$ cat src/rtl/alu_pipe_fu_pkg.sv
// Shared types for the ALU functional unit: issue packet, result record,
// ALU op encoding and the pipeline stage record.
package alu_pipe_fu_pkg;

  localparam int XLEN  = 32;
  localparam int ARF_W = 5;
  localparam int PRF_W = 6;
  localparam int ROB_W = 5;

  typedef enum logic [3:0] {
    ALU_ADD  = 4'd0,
    ALU_SUB  = 4'd1,
    ALU_SLT  = 4'd2,
    ALU_SLTU = 4'd3,
    ALU_AND  = 4'd4,
    ALU_OR   = 4'd5,
    ALU_XOR  = 4'd6,
    ALU_SLL  = 4'd7,
    ALU_SRL  = 4'd8,
    ALU_SRA  = 4'd9
  } alu_op_e;

  typedef struct packed {
    logic             valid;
    alu_op_e          op;
    logic [XLEN-1:0]  op1_value;
    logic [XLEN-1:0]  op2_value;
    logic [XLEN-1:0]  pc;
    logic [ARF_W-1:0] dest_arf;
    logic [PRF_W-1:0] dest_prf;
    logic [ROB_W-1:0] rob_entry;
  } FUNC_UNIT_PACKET;

  typedef struct packed {
    logic             valid;
    logic [XLEN-1:0]  value;
    logic             value_valid;
    logic [XLEN-1:0]  branch_address;
    logic [PRF_W-1:0] dest_prf;
    logic [ROB_W-1:0] rob_entry;
  } FUNC_OUTPUT;

  typedef struct packed {
    logic       valid;
    FUNC_OUTPUT result;
  } ALU_PIPE_STAGE;

endpackage

$ cat src/rtl/alu_pipe_fu_if.sv
// Issue / result / credit bundle between the scheduler, the ALU unit and the CDB arbiter.
interface alu_pipe_fu_if #(
  parameter int QDEPTH = 3
);
  import alu_pipe_fu_pkg::*;

  FUNC_UNIT_PACKET                  input_instr;
  logic                             sel;
  logic                             squash;
  FUNC_OUTPUT                       out;
  logic                             ready;
  logic [$clog2(QDEPTH+1)-1:0]      occupancy;

  modport master (
    output input_instr, sel, squash,
    input  out, ready, occupancy
  );

  modport slave (
    input  input_instr, sel, squash,
    output out, ready, occupancy
  );

endinterface

$ cat src/rtl/fu_out_queue.sv
// In-order circular result FIFO shared by the functional units; head reads as
// all-zero while empty so the CDB never sees stale fields.
module fu_out_queue
  import alu_pipe_fu_pkg::*;
#(
  parameter int DEPTH = 3
) (
  input  logic                         clock,
  input  logic                         reset_n,
  input  logic                         push,
  input  FUNC_OUTPUT                   push_data,
  input  logic                         pop,
  input  logic                         flush,
  output FUNC_OUTPUT                   head,
  output logic [$clog2(DEPTH+1)-1:0]   count
);
  localparam int PTR_W = (DEPTH > 1) ? $clog2(DEPTH) : 1;
  localparam int CNT_W = $clog2(DEPTH + 1);

  FUNC_OUTPUT       mem [DEPTH];
  logic [PTR_W-1:0] wr_ptr_reg;
  logic [PTR_W-1:0] rd_ptr_reg;
  logic [CNT_W-1:0] count_reg;
  logic             do_push;
  logic             do_pop;

  // Explicit wrap so non-power-of-two depths cycle through 0..DEPTH-1 only.
  function automatic logic [PTR_W-1:0] next_ptr(input logic [PTR_W-1:0] p);
    return (p == PTR_W'(DEPTH - 1)) ? '0 : p + 1'b1;
  endfunction

  assign do_pop  = pop && (count_reg != '0);
  assign do_push = push && ((count_reg != CNT_W'(DEPTH)) || do_pop);

  always_ff @(posedge clock) begin
    if (!reset_n || flush) begin
      wr_ptr_reg <= '0;
      rd_ptr_reg <= '0;
      count_reg  <= '0;
    end else begin
      if (do_push) wr_ptr_reg <= next_ptr(wr_ptr_reg);
      if (do_pop)  rd_ptr_reg <= next_ptr(rd_ptr_reg);
      case ({do_push, do_pop})
        2'b10:   count_reg <= count_reg + 1'b1;
        2'b01:   count_reg <= count_reg - 1'b1;
        default: count_reg <= count_reg;
      endcase
    end
  end

  always_ff @(posedge clock) begin
    if (do_push) mem[wr_ptr_reg] <= push_data;
  end

  assign head  = (count_reg != '0) ? mem[rd_ptr_reg] : '0;
  assign count = count_reg;

endmodule

$ cat src/rtl/alu_pipe_fu.sv
// Pipelined integer ALU unit: compute on accept, carry through STAGES-1 registers,
// then hold results in an output queue until the CDB selects them.
module alu_pipe_fu
  import alu_pipe_fu_pkg::*;
#(
  parameter int STAGES = 2,
  parameter int QDEPTH = 3
) (
  input  logic         clock,
  input  logic         reset_n,
  alu_pipe_fu_if.slave fu
);
  localparam int OCC_W = $clog2(QDEPTH + 1);

  logic             accept;
  logic             pop;
  logic             push;
  FUNC_OUTPUT       computed;
  FUNC_OUTPUT       push_data;
  FUNC_OUTPUT       head;
  logic [OCC_W-1:0] occ_reg;
  logic [OCC_W-1:0] q_count;

  function automatic FUNC_OUTPUT alu_compute(input FUNC_UNIT_PACKET p);
    FUNC_OUTPUT r;
    logic [4:0] shamt;
    r     = '0;
    shamt = p.op2_value[4:0];
    r.valid          = 1'b1;
    r.branch_address = p.pc + 32'd4;
    r.value_valid    = (p.dest_arf != '0);
    r.dest_prf       = p.dest_prf;
    r.rob_entry      = p.rob_entry;
    case (p.op)
      ALU_ADD:  r.value = p.op1_value + p.op2_value;
      ALU_SUB:  r.value = p.op1_value - p.op2_value;
      ALU_SLT:  r.value = {31'd0, $signed(p.op1_value) < $signed(p.op2_value)};
      ALU_SLTU: r.value = {31'd0, p.op1_value < p.op2_value};
      ALU_AND:  r.value = p.op1_value & p.op2_value;
      ALU_OR:   r.value = p.op1_value | p.op2_value;
      ALU_XOR:  r.value = p.op1_value ^ p.op2_value;
      ALU_SLL:  r.value = p.op1_value << shamt;
      ALU_SRL:  r.value = p.op1_value >> shamt;
      ALU_SRA:  r.value = $unsigned($signed(p.op1_value) >>> shamt);
      default:  r.value = '0;
    endcase
    return r;
  endfunction

  // Credits come from registered occupancy only, so a same-cycle pop never raises ready.
  assign fu.ready = (occ_reg < OCC_W'(QDEPTH));
  assign accept   = fu.input_instr.valid && fu.ready && !fu.squash;
  assign computed = alu_compute(fu.input_instr);
  assign pop      = fu.sel && (q_count != '0);

  generate
    if (STAGES == 1) begin : g_direct
      assign push      = accept;
      assign push_data = computed;
    end else begin : g_pipe
      for (genvar gi = 0; gi < STAGES - 1; gi++) begin : g_stage
        ALU_PIPE_STAGE stage_reg;
        ALU_PIPE_STAGE stage_in;
        if (gi == 0) begin : g_first
          assign stage_in = '{valid: accept, result: computed};
        end else begin : g_next
          assign stage_in = g_stage[gi-1].stage_reg;
        end
        always_ff @(posedge clock) begin
          if (!reset_n || fu.squash) stage_reg <= '0;
          else                       stage_reg <= stage_in;
        end
      end
      assign push      = g_stage[STAGES-2].stage_reg.valid;
      assign push_data = g_stage[STAGES-2].stage_reg.result;
    end
  endgenerate

  fu_out_queue #(.DEPTH(QDEPTH)) u_queue (
    .clock     (clock),
    .reset_n   (reset_n),
    .push      (push),
    .push_data (push_data),
    .pop       (pop),
    .flush     (fu.squash),
    .head      (head),
    .count     (q_count)
  );

  assign fu.out       = head;
  assign fu.occupancy = occ_reg;

  always_ff @(posedge clock) begin
    if (!reset_n || fu.squash) begin
      occ_reg <= '0;
    end else begin
      case ({accept, pop})
        2'b10:   occ_reg <= occ_reg + 1'b1;
        2'b01:   occ_reg <= occ_reg - 1'b1;
        default: occ_reg <= occ_reg;
      endcase
    end
  end

  always_ff @(posedge clock) begin
    if (reset_n && !fu.squash && fu.input_instr.valid)
      assert (fu.ready) else $error("alu_pipe_fu: issue while not ready was dropped");
  end

endmodule

$ cat src/flat_wrapper.sv
// flat-port wrapper written by rule: the top's interface ports become plain ports
module alu_pipe_fu_flat import alu_pipe_fu_pkg::*;
#(
  parameter int STAGES = 2,
  parameter int QDEPTH = 3
)
  (clock, reset_n, fu_input_instr, fu_sel, fu_squash, fu_out, fu_ready, fu_occupancy);
  alu_pipe_fu_if #(.QDEPTH(QDEPTH)) fu_i ();
  input  logic clock;
  input  logic reset_n;
  input wire logic [$bits(fu_i.input_instr)-1:0] fu_input_instr;
  input wire logic [$bits(fu_i.sel)-1:0] fu_sel;
  input wire logic [$bits(fu_i.squash)-1:0] fu_squash;
  output wire logic [$bits(fu_i.out)-1:0] fu_out;
  output wire logic [$bits(fu_i.ready)-1:0] fu_ready;
  output wire logic [$bits(fu_i.occupancy)-1:0] fu_occupancy;
  assign fu_i.input_instr = fu_input_instr;
  assign fu_i.sel = fu_sel;
  assign fu_i.squash = fu_squash;
  assign fu_out = fu_i.out;
  assign fu_ready = fu_i.ready;
  assign fu_occupancy = fu_i.occupancy;
  alu_pipe_fu #(.STAGES(STAGES), .QDEPTH(QDEPTH)) u_core (.clock(clock), .reset_n(reset_n), .fu(fu_i));
endmodule
$ cat config.mk
export PLATFORM = sky130hd
export DESIGN_NAME = alu_pipe_fu_flat
export DESIGN_NICKNAME = d
export VERILOG_FILES = /design/src/rtl/alu_pipe_fu_pkg.sv /design/src/rtl/alu_pipe_fu_if.sv /design/src/rtl/fu_out_queue.sv /design/src/rtl/alu_pipe_fu.sv /design/src/flat_wrapper.sv
export SDC_FILE = /design/constraint.sdc
export NUM_CORES = 1
export LEC_CHECK = 0
export ABC_CLOCK_PERIOD_IN_PS = 10200
export BUFFER_PORTS_ARGS = -buffer_cell sky130_fd_sc_hd__clkbuf_2
export CAP_MARGIN = 25
export CORE_ASPECT_RATIO = 1.4
export CORE_MARGIN = 3
export CORE_UTILIZATION = 55
export CTS_CLUSTER_DIAMETER = 80
export CTS_CLUSTER_SIZE = 8
export DETAILED_ROUTE_END_ITERATION = 16
export PLACE_DENSITY = 0.75
export SYNTH_ARGS = -nofsm -noshare
export SYNTH_HDL_FRONTEND = slang
export SYNTH_SLANG_ARGS = --single-unit
$ cat constraint.sdc
create_clock -name clock -period 10.2 [get_ports clock]
set_input_delay 1.02 -clock clock [delete_from_list [all_inputs] [get_ports clock]]
set_output_delay 1.02 -clock clock [all_outputs]
set_load 0.05 [all_outputs]
[After elaboration in Yosys (flattened, before gate mapping)]
Memory sizes are Yosys's and may differ from the RTL's. A register that Yosys moved wholly into a read port is not among the register bits.
Index checks and enable logic that the tools add are counted.
Widths: inputs -> output; s select.
Operators by class
  add/sub/neg operators: 9
  magnitude comparators: 3
  equal/unequal tests: 16
  shifts and indexed selects: 3
  multiplexer cells: 11
  bitwise operators: 3
  reductions and logical operators: 14
Operators with widths (count)
  $pmux 32 s10: 1
  $mux 77: 2
  $lt 32x32->1: 2
  $add 32x3->32 const B: 1
  $add 32x32->32: 1
  $and 32x32->32: 1
  $or 32x32->32: 1
  $shl 32x5->32: 1
  $shr 32x5->32: 1
  $sshr 32x5->32: 1
  $sub 32x32->32: 1
  $xor 32x32->32: 1
  $eq 4x3->1 const B: 4
  $add 2x1->2 const B: 4
  $eq 2x2->1 const B: 4
  $eq 4x2->1 const B: 2
  $eq 4x4->1 const B: 2
  $mux 2: 4
  $pmux 2 s2: 2
  $reduce_bool 2->1: 3
  $logic_and 1x1->1: 5
  $reduce_bool 5->1: 1
  $eq 2x1->1 const B: 2
  $eq 4x1->1 const B: 1
  other kinds (7): 11
Storage, ports and cells
  register bits after elaboration: 86
  memory bits (writable): 231
  input port bits: 121
  logic and storage cells: 71
  memories: 1
Memories
  u_core.u_queue.mem: depth 3, bits a word 77, rd ports 1, clocked after memory_dff 1, write ports 1, line fu_out_queue.sv:20  | FUNC_OUTPUT mem [DEPTH];

[Logic depth before layout (Yosys ltp)]
  word-level depth: 7
  gate-level depth with buffers: 16

[Cells and area by module]
From an unflattened synthesis, not the netlist that was laid out.
Second synthesis, totals
  cell total of the unflattened synthesis: 2037
  area, all modules: 20569.7 µm²
Modules (own cells, without submodules)
  alu_pipe_fu: times used 1, cells each 1508, area each 11044.3 µm², sequential area each 1601.5 µm²
  fu_out_queue: times used 1, cells each 529, area each 9525.4 µm², sequential area each 7096.8 µm²

[Worst setup path after synthesis]
Ideal clock, no wire load.
  kind: input to register
  start: input fu_sel
  end: memory u_core.u_queue.mem[1][0] in the netlist's numbering, enable pin
  data arrival time: 6.898 ns
  required time: 9.575 ns
  path slack: 2.677 ns
  cell stages on the path: 2
  path buffers: 0
  path through: o21ai_0 -> nor3b_1
Between the ends
  cells in the longest elaborated chain, start to end: 6
Ends and longest elaborated chain
  from (decl): line flat_wrapper.sv:12  | input wire logic [$bits(fu_i.sel)-1:0] fu_sel;
  $logic_and 1x1->1: line alu_pipe_fu.sv:54  | assign pop = fu.sel && (q_count != '0);
  $logic_and 1x1->1: line fu_out_queue.sv:32  | assign do_pop = pop && (count_reg != '0);
  $logic_or 1x1->1: line fu_out_queue.sv:33  | assign do_push = push && ((count_reg != CNT_W'(DEPTH)) || do_pop);
  $logic_and 1x1->1: line fu_out_queue.sv:33
  $mux 1: line fu_out_queue.sv:52  | if (do_push) mem[wr_ptr_reg] <= push_data;
  $mux 1 (implied by the code): line fu_out_queue.sv:52
  to (decl): line fu_out_queue.sv:20
Every way passes these cells.

[Worst setup path after layout]
  start: input fu_input_instr[50]
  end: register u_core.g_pipe.g_stage[0].stage_reg[72] in the netlist's numbering
Between the ends
  cells in the longest elaborated chain, start to end: 2
  elaborated cells between the ends (all ways): 6
Ends and longest elaborated chain
  from (decl): line flat_wrapper.sv:11  | input wire logic [$bits(fu_i.input_instr)-1:0] fu_input_instr;
  $sub 32x32->32, or another cell as far along: line alu_pipe_fu.sv:36  | ALU_SUB: r.value = p.op1_value - p.op2_value;
  $pmux 32 s10 *: line alu_pipe_fu.sv:34  | case (p.op)
  to (signal assigned): line alu_pipe_fu.sv:71  | else stage_reg <= stage_in;
  to (decl): line alu_pipe_fu.sv:62  | ALU_PIPE_STAGE stage_reg;
Mark *: on every way between the ends. The rest lies on a longest branch, timed or not.
A chain may end at the register's enable or synchronous reset.

==> results.cfg <==
[yosys]
synth_commonest_cells = 362 x nor2_1, 231 x edfxtp_1, 222 x a21oi_1
synth_edf_count = 231
yosysUniqueCellTypes = 78
synth_area_leaders = edfxtp_1 35%, dfxtp_1 8.9%, mux2i_1 8.2%
synth-seq-cells = 319
synth_cells = 2176
synthArstFlopShare_pct = 0
yosys_warnings = 0
synthesis.area_um2 = 19880
synth_most_common_cell = nor2_1
syn_avg_cell_area_um2 = 9.138
synthFlopType = edfxtp_1
ys_seq_area_share_pct = 43.75
netlist.top_cell.by_area = edfxtp_1
syn-num-nets = 2401
synth_top_area_share_pct = 34.89

[setup_path]
critPathMaxFanout = 36
slowest_stage = ha_1
startpoint_type = input pin
max_stage_delay_ns = 0.61
ff2ff_path_depth = 4
cp_data_arrival_time_ns = 5.03
path_class = input pin to flop
end_kind = flop
critical_path.cell_chain = clkbuf_2 -> inv_2 -> ha_1 -> nor2b_1 -> o211ai_1 -> and3b_1 -> o31ai_1 -> o21ai_1 -> nand2_1 -> a41oi_1 -> o31ai_1 -> o2111ai_1 -> a41oi_1
crit_required_ns = 10.63

[timing]
rsz0062_at_grt = no
hold_ws_ns = 0.4478
skew_ns = 0.01995
timing.fmax_ghz = 0.2174
period_minus_slack_ns = 4.600
fin_setup_tns_ns = 0
maxSlewHeadroom_pct = 31.77
finalSetupViolCount = 0
min_period_over_period_pct = 45.10
finalMaxSlewViolations = 0
hold_viol_final = 0
tightest_slew_ns = 1.022

[floorplan]
dieHeight_um = 231.0
fp.dieW_um = 166.7
dieArea_um2 = 38500
row_count = 81
core_area_um2 = 35270
start_util_pct = 56.38
boundaryPins = 201

[placed_design]
place_congestion = 1.052
io_buffers = 200
place_hpwl_mm = 50.22

[final_layout]
fin_util_pct = 63.75
register_area_um2 = 8706
largest_reg_flops = 231
multi_input_comb_area_um2 = 10250
final_net_count = 2533
syn_to_final_growth_pct = 13.07
fillCellCount = 2879
drive_gt1_share_pct = 14.05

[detailed_routing]
drtIter0Drc = 1440
wl_mm = 69.79
vias_per_cell = 6.313
vias = 17670
first_pass_iters = 6
routedWlPerCell_um = 24.93
drc_errors = 0
postRouteAntennaNets = 0

[clock_network]
path_clk_slew_ns = 0.05
cts-resized-gates = 0
htreeDepth = 2
cts_root_buffer = clkbuf_16
cts_tree = done
cts.sinks = 319
post_cts_buffers = 0
clk_latency_ns = 0.54
ctsHoldBuffers = 0
clk_path_buf_depth = 3
numCtsBuffers = 45

[power_and_ir_drop]
ir_drop_v = 0.0001678
powerDensity_nw_per_um2 = 150.9
p_leak_uw = 0.008949
fin_total_pwr_uw = 3393

[global_routing]
grt_overflow = 0
antenna_found_initial = 1
grt_pass1_vias = 17530
grt_max_degree = 87
gr-usage-all-layers_pct = 35.18
grt_first_pass_wirelength_mm = 104.4

[run]
cap_violations = 0

[status]
status = completed

[hold_path]
worst_hold_path_type = flop to flop
hold_depth = 0
-- worst max-delay path: cells and delay by family --
kind	cells	cell delay, ns
and+or+nand+nor	3	0.61
adders and majority gates	1	0.61
AOI/OAI and AO/OA	7	1.76
buffers and inverters	2	1.03
-- placed cells by master, fill, tap and decap left out, drive strengths merged, types with 5 or more instances in the layout --
| cell type | count |
|---|---|
| nor2 | 362 |
| a2111oi | 8 |
| a21oi | 223 |
| and3 | 19 |
| xnor2 | 33 |
| inv | 102 |
| and2 | 17 |
| nand2 | 156 |
| nor2b | 10 |
| o21a | 6 |
| mux2 | 11 |
| nor3b | 5 |
| clkbuf | 280 |
| mux2i | 163 |
| o21ai | 143 |
| o221ai | 6 |
| o211ai | 24 |
| nand2b | 14 |
| nand4 | 9 |
| dfxtp | 88 |
| nand3 | 28 |
| or4 | 6 |
| a21o | 16 |
| a31oi | 18 |
| o22ai | 35 |
| o21bai | 5 |
| nor3 | 33 |
| edfxtp | 231 |
| or3 | 9 |
| a211oi | 29 |
| ha | 102 |
| xor2 | 22 |
| a221oi | 11 |
| mux4 | 8 |
| buf | 32 |
| nor4 | 11 |
| o31ai | 13 |
-- cell type report --
| type | count | area share, % |
|---|---|---|
| Clock buffer | 80 | 5.782 |
| Antenna cell | 1 | 0.01113 |
| Clock inverter | 1 | 0.03896 |
| Sequential cell | 319 | 38.72 |
| Tap cell | 456 | 2.538 |
| Timing Repair Buffer | 232 | 5.610 |
| Inverter | 101 | 1.686 |
| Multi-Input combinational cell | 1609 | 45.61 |
-- routing by layer --
| layer | vias to the layer above | routed length (um) | track usage, % |
|---|---|---|---|
| met3 | 251 | 4270 | 3.563 |
| met5 | - | 0 | 0 |
| met4 | 0 | 5189 | 22.83 |
| met1 | 8430 | 25130 | 40.31 |
| met2 | 906 | 35200 | 62.52 |
| li1 | 8083 | - | - |
-- kinds of logic after synthesis --
group                      share of synthesized area, %
AOI/OAI and AO/OA                                 17.45
xor gates and xnor gates                          2.423
adders and majority gates                         6.620
buffers and inverters                             4.927
DFF                                               43.75
muxes                                             9.734
and+or+nand+nor                                   15.10
-- through the flow --
stage / setup slack (ns) / instance area [um^2] / std cells
floorplan: 2.677 / 19880 / 2176
global placement: 5.188 / 21140 / 2715
detailed placement: 5.175 / 21140 / 2715
CTS: 5.702 / 22450 / 2796
global route: 5.329 / 22480 / 2799
finish: 5.600 / 22480 / 2799
-- worst paths after layout --
| kind | slack (ns) | end | from |
|---|---|---|---|
| hold reg to reg | 0.45 | u_core.u_queue.mem[1][14] | u_core.g_pipe.g_stage[0].stage_reg[14] |
| setup reg to reg | 8.05 | u_core.u_queue.mem[2][14] | u_core.u_queue.count[1] |
| setup / recovery | 5.60 | u_core.g_pipe.g_stage[0].stage_reg[72] | fu_input_instr[50] |
| hold / removal | 0.45 | u_core.u_queue.mem[1][14] | u_core.g_pipe.g_stage[0].stage_reg[14] |
-- where the power goes --
part | internal [uW] | switching (uW) | leakage (uW)
Combinational | 197 | 397 | 0.00553
Sequential | 1410 | 14.8 | 0.00280
Clock | 852 | 519 | 0.000623
(Power assumes the default switching activity.)
